$ cat src/rtl/rr_request_scheduler_pkg.sv
// Shared sizing, reset constants and the grant record for the round-robin
// request scheduler that feeds the 8-to-3 encoder datapath.
package rr_request_scheduler_pkg;

    localparam int N     = 8;   // number of request lines
    localparam int IDX_W = 3;   // width of a line index; N == 2**IDX_W

    // The pointer names the most recently granted line, so resetting it to
    // the top line makes the very first search start at bit 0.
    localparam logic [IDX_W-1:0] PTR_RST = IDX_W'(N - 1);

    // One registered grant as presented downstream.
    typedef struct packed {
        logic             valid;
        logic [N-1:0]     onehot;
        logic [IDX_W-1:0] idx;
    } grant_t;

endpackage

$ cat src/rtl/rr_request_scheduler_if.sv
// Request/grant bundle between the request sources, the scheduler and the
// downstream encoder. The scheduler is the master; the consumer is the slave.
interface rr_request_scheduler_if;
    import rr_request_scheduler_pkg::*;

    logic [N-1:0]     req_in;
    logic             grant_ready;
    logic             grant_valid;
    logic [N-1:0]     grant_onehot;
    logic [IDX_W-1:0] grant_idx;
    logic [N-1:0]     pending;
    logic             overflow;

    modport master (
        input  req_in,
        input  grant_ready,
        output grant_valid,
        output grant_onehot,
        output grant_idx,
        output pending,
        output overflow
    );

    modport slave (
        output req_in,
        output grant_ready,
        input  grant_valid,
        input  grant_onehot,
        input  grant_idx,
        input  pending,
        input  overflow
    );

endinterface

$ cat src/rtl/rr_pick.sv
// Round-robin winner selection: rotate the candidate vector so the line after
// ptr sits at bit 0, take the lowest set bit, then rotate the result back.
module rr_pick
    import rr_request_scheduler_pkg::*;
(
    input  logic [N-1:0]     cand,
    input  logic [IDX_W-1:0] ptr,
    output logic [N-1:0]     winner_onehot,
    output logic [IDX_W-1:0] winner_idx,
    output logic             any
);

    logic [IDX_W-1:0] start;    // first line searched; wraps because N == 2**IDX_W
    logic [2*N-1:0]   dbl;
    logic [N-1:0]     rot;
    logic [IDX_W-1:0] pri_idx;
    logic             found;

    assign start = ptr + IDX_W'(1);

    // Rotate, fixed-priority pick on the rotated vector, rotate the index back.
    always_comb begin
        // NOTE: every output of a combinational block gets a default first, so
        // no path through the loop leaves a value unassigned and infers a latch.
        dbl           = {cand, cand};
        rot           = dbl[start +: N];
        pri_idx       = '0;
        found         = 1'b0;
        winner_onehot = '0;
        winner_idx    = '0;
        for (int i = 0; i < N; i++) begin
            if (!found && rot[i]) begin
                found   = 1'b1;
                pri_idx = IDX_W'(i);
            end
        end
        if (found) begin
            winner_idx    = pri_idx + start;
            winner_onehot = N'(1) << winner_idx;
        end
        any = found;
    end

endmodule

$ cat src/rtl/rr_request_scheduler.sv
// Latches request pulses into a pending vector and hands them out one at a
// time, round-robin, as a one-hot grant plus index under valid/ready.
module rr_request_scheduler
    import rr_request_scheduler_pkg::*;
(
    input  logic                  clk,
    input  logic                  rst,
    rr_request_scheduler_if.master bus
);

    logic [N-1:0]     pending_q;
    logic [IDX_W-1:0] ptr_q;
    logic             overflow_q;
    grant_t           grant_q;

    logic             accept;
    logic [N-1:0]     clear;
    logic [N-1:0]     cand;
    logic [N-1:0]     win_onehot;
    logic [IDX_W-1:0] win_idx;
    logic             win_any;

    // A granted line leaves the candidate set in the same cycle it is taken.
    assign accept = grant_q.valid & bus.grant_ready;
    assign clear  = accept ? grant_q.onehot : '0;
    assign cand   = pending_q & ~clear;

    rr_pick u_pick (
        .cand          (cand),
        .ptr           (ptr_q),
        .winner_onehot (win_onehot),
        .winner_idx    (win_idx),
        .any           (win_any)
    );

    // Pending capture, overflow detection, grant register and pointer update.
    always_ff @(posedge clk) begin
        // NOTE: state registers use non-blocking assignments so every register
        // samples the pre-edge values, independent of statement order.
        if (rst) begin
            pending_q  <= '0;
            ptr_q      <= PTR_RST;
            overflow_q <= 1'b0;
            grant_q    <= '0;
        end else begin
            // New requests only ever land in pending; they never bypass it.
            pending_q  <= cand | bus.req_in;
            // A request on the line being accepted re-arms it and is not a duplicate.
            overflow_q <= |(bus.req_in & cand);
            if (!grant_q.valid || accept) begin
                // rr_pick returns all zeros when nothing is eligible.
                grant_q <= '{valid: win_any, onehot: win_onehot, idx: win_idx};
            end
            if (accept) begin
                ptr_q <= grant_q.idx;
            end
        end
    end

    assign bus.pending      = pending_q;
    assign bus.overflow     = overflow_q;
    assign bus.grant_valid  = grant_q.valid;
    assign bus.grant_onehot = grant_q.onehot;
    assign bus.grant_idx    = grant_q.idx;

endmodule

$ cat src/flat_wrapper.sv
// flat-port wrapper written by rule: the top's interface ports become plain ports
module rr_request_scheduler_flat import rr_request_scheduler_pkg::*;
  (clk, rst, bus_req_in, bus_grant_ready, bus_grant_valid, bus_grant_onehot, bus_grant_idx, bus_pending, bus_overflow);
  rr_request_scheduler_if bus_i ();
  input  logic clk;
  input  logic rst;
  input wire logic [$bits(bus_i.req_in)-1:0] bus_req_in;
  input wire logic [$bits(bus_i.grant_ready)-1:0] bus_grant_ready;
  output wire logic [$bits(bus_i.grant_valid)-1:0] bus_grant_valid;
  output wire logic [$bits(bus_i.grant_onehot)-1:0] bus_grant_onehot;
  output wire logic [$bits(bus_i.grant_idx)-1:0] bus_grant_idx;
  output wire logic [$bits(bus_i.pending)-1:0] bus_pending;
  output wire logic [$bits(bus_i.overflow)-1:0] bus_overflow;
  assign bus_i.req_in = bus_req_in;
  assign bus_i.grant_ready = bus_grant_ready;
  assign bus_grant_valid = bus_i.grant_valid;
  assign bus_grant_onehot = bus_i.grant_onehot;
  assign bus_grant_idx = bus_i.grant_idx;
  assign bus_pending = bus_i.pending;
  assign bus_overflow = bus_i.overflow;
  rr_request_scheduler u_core (.clk(clk), .rst(rst), .bus(bus_i));
endmodule
$ cat config.mk
export PLATFORM = sky130hd
export DESIGN_NAME = rr_request_scheduler_flat
export DESIGN_NICKNAME = d
export VERILOG_FILES = /design/src/rtl/rr_request_scheduler_pkg.sv /design/src/rtl/rr_request_scheduler_if.sv /design/src/rtl/rr_pick.sv /design/src/rtl/rr_request_scheduler.sv /design/src/flat_wrapper.sv
export SDC_FILE = /design/constraint.sdc
export NUM_CORES = 1
export LEC_CHECK = 0
export CAP_MARGIN = 40
export CELL_PAD_IN_SITES_DETAIL_PLACEMENT = 0
export CELL_PAD_IN_SITES_GLOBAL_PLACEMENT = 1
export CORE_ASPECT_RATIO = 1.2
export CORE_MARGIN = 2
export CORE_UTILIZATION = 43
export DETAILED_ROUTE_END_ITERATION = 10
export HOLD_SLACK_MARGIN = 0.12
export PLACE_DENSITY_LB_ADDON = 0.08
export SETUP_SLACK_MARGIN = 0.05
export SLEW_MARGIN = 15
export SYNTH_ARGS = -nofsm -noshare
export SYNTH_HDL_FRONTEND = slang
export SYNTH_SLANG_ARGS = --single-unit
$ cat constraint.sdc
create_clock -name clk -period 6.3 [get_ports clk]
set_input_delay 0.63 -clock clk [delete_from_list [all_inputs] [get_ports clk]]
set_output_delay 0.63 -clock clk [all_outputs]
set_load 0.05 [all_outputs]
==> flow_summary.ini <==
[yosys]
synth_top_area_share_pct = 26.0
ys_ff_latch = 24
yosys.area.top_type = dfxtp_1
yosysWarnings = 0
syn_area_per_cell_um2 = 8.62
synth_most_common_cell = dfxtp_1
synth_commonest_cells = 24 x dfxtp_1, 22 x nor2_1, 21 x a21oi_1, 17 x nand3_1, 10 x nand2_1
synth_flop_cell = dfxtp_1
async_flop_share_pct = 0
synth_edf_count = 0
ys_seq_area_share_pct = 26.0
synth.distinct_cells = 44
syn_area_um2 = 1850
synthCells = 214
synthTopCellsByArea = dfxtp_1 26%, a21oi_1 5.7%, nand3_1 4.6%, nor2_1 4.5%, o221ai_1 3.8%
syn-num-nets = 228

[sta]
fin_ws_ns = 1.73
finalHoldViolations = 0
drv_slew = 0
final.period_utilization_pct = 72.6
hold_slack_ns = 0.473
tightestPinTransition_ns = 0.737
layout_min_cycle_time_ns = 4.57
max-slew-margin-rel_pct = 50.5
max_freq_ghz = 0.219
clock-skew-final_ns = 0.00313
finalSetupViolations = 0
fin_setup_tns_ns = 0
rsz0062_at_grt = no

[clocking]
clockBufferDepth = 2
root_buffer = clkbuf_8
cts_tree = done
cts_resized = 0
clock_sinks = 24
cts_setup_buffers = 0
cts.clk_slew.worst_paths_ns = 0.09
hold_buffers = 0
ctsHtreeMaxLevel = 1
clk_latency_ns = 0.28
cts_buffers = 3

[floorplan]
ios = 32
start_util_pct = 44.0
coreArea_um2 = 4200
chipHeight_um = 75.8
placementRows = 26
die_x_um = 63.8
die_area_um2 = 4830

[global_routing]
grt_pass1_wl_um = 8380
overflow = 0
grt_pass1_vias = 1699
antenna_found_initial = 0
track_usage_pct = 22.3
grt_start_max_net_pins = 20

[min_path]
hold_depth = 2
hold_start = u_core.bus.grant_idx[1]
hold-path-endpoint = u_core.bus.grant_idx[1]
min-delay-path-class = flop to flop

[critical_path]
crit_fanout = 18
ff2ff_setup_slack_ns = 1.95
reg2reg_to = u_core.bus.grant_onehot[4]
reg2reg_depth = 14
worstPathRequired_ns = 6.46
r2r-start = u_core.ptr_q[0]
critPathCaptureType = flop
startpoint_type = primary input
worstPathArrival_ns = 4.74
path_class = primary input to flop

[finish]
fillers = 417
multi_input_area_um2 = 1230
synthToLayoutAreaGrowth_pct = 19.3
regArea_um2 = 480
diodes = 0
final_nets = 249
stdcell_count = 290
final_util_pct = 52.4
final_layout_size_suffix_gt1_share_pct = 9.83

[place]
routabilityCongestion = 0.844
hpwl_um = 4060
portBuffers = 31
place_ws_ns = 1.48
dp_cells = 286

[route]
ant_nets = 0
vias = 1833
drc = 0
wl_per_cell_um = 18.4
routed_via_density = 6.32
wl_um = 5350
drtPass1Iterations = 4
drt_iter0_drc = 164

[power]
intPower_mw = 0.436
power_frac_clock_pct = 16.9
pwr_density_cell_nw_per_um2 = 378
power_switching_mw = 0.395
ir_drop_mv = 0.227
p_comb_share_pct = 57.5
leakagePower_nw = 0.740
switching_share_pct = 47.5
pwr-share-seq_pct = 25.6

[run_status]
outcome = finished clean

[run]
maxCapViolCount = 0
## cells in the final DEF (no fill, tap or decap), types with 3 or more instances in the layout
cell	synthesis	layout
clkbuf_8	0	3
o22ai_1	4	4
o211ai_1	8	8
nor2_1	22	22
inv_1	4	4
o21bai_1	4	4
o2111ai_1	4	4
a32o_1	4	4
nand2_1	10	10
and3_1	7	7
xnor2_1	3	3
dfxtp_1	24	24
clkdlybuf4s50_1	0	31
a21oi_1	21	21
a211o_1	5	5
nand2b_1	5	5
a32oi_1	6	6
a22oi_2	4	4
mux2i_1	4	4
nand3_1	17	17
a211oi_2	3	3
o221ai_1	8	8
nor2b_1	4	4
## per-layer routing
metal	GRT usage, %	wire, um	vias to the layer above
li1	-	-	880
met1	27.1	2200	861
met2	39.5	2690	77
met3	3.55	300	15
met4	9.90	155	0
met5	0	0	-
## cell families after synthesis
logic type | after synthesis | synth area share (%)
flops | 24 | 26.0
buf+inv | 21 | 7.25
compound gates | 85 | 38.6
mux | 6 | 4.00
xor+xnor | 4 | 2.92
simple gates | 71 | 18.8
fa+ha+maj | 3 | 2.44
## sequential cells by signal, indices dropped and copies added, names as in the netlist
register                 flops
u_core.bus.overflow          1
u_core.bus.pending           8
u_core.bus.grant_onehot      8
u_core.ptr_q                 3
u_core.bus.grant_valid       1
u_core.bus.grant_idx         3
## power by group through the flow
| stage | registers (mW) | logic (mW) | clock network [mW] |
|---|---|---|---|
| 2_1_floorplan | 0.289 | 0.295 | 0 |
| 3_3_place_gp | 0.215 | 0.465 | 0 |
| 3_5_place_dp | 0.216 | 0.475 | 0 |
| 4_1_cts | 0.213 | 0.477 | 0.144 |
| 5_1_grt | 0.216 | 0.513 | 0.147 |
| 6_report | 0.213 | 0.478 | 0.140 |
## final cells by class
| class | instances | area share, % |
|---|---|---|
| Multi-Input combinational cell | 169 | 55.9 |
| Sequential cell | 24 | 21.8 |
| Timing Repair Buffer | 33 | 15.1 |
| Tap cell | 56 | 3.18 |
| Clock buffer | 3 | 1.88 |
| Clock inverter | 1 | 1.36 |
| Inverter | 4 | 0.682 |
## stage by stage
stage | total power [mW] | area, um^2
floorplan | 0.584 | 1850
global placement | 0.681 | 2110
detailed placement | 0.691 | 2130
CTS | 0.833 | 2200
global route | 0.876 | 2200
finish | 0.831 | 2200
## how the worst max path moves through the flow
stage,end,cells past startpoint,slack [ns],start
floorplan,u_core.bus.grant_onehot[1],14,2.72,u_core.bus.grant_valid
global placement,u_core.bus.grant_idx[2],13,1.63,bus_grant_ready
detailed placement,u_core.bus.grant_onehot[4],14,1.48,bus_grant_ready
CTS,u_core.bus.grant_onehot[4],14,1.77,bus_grant_ready
global route,u_core.bus.grant_onehot[1],14,1.40,bus_grant_ready
finish,u_core.bus.grant_onehot[4],14,1.73,bus_grant_ready
## worst max-delay path: stages
cell             delay [ns]
clkdlybuf4s50_1        0.84
and3_1                 0.45
o221ai_2               0.17
a211oi_2               0.46
a2bb2oi_4              0.32
o211ai_1               0.13
o22ai_1                0.19
ha_1                   0.17
inv_1                  0.05
fa_1                   0.41
xnor2_1                0.49
nor2_1                 0.15
a22oi_2                0.16
a21oi_1                0.10
Note: power is estimated with default switching activity, not from simulation.
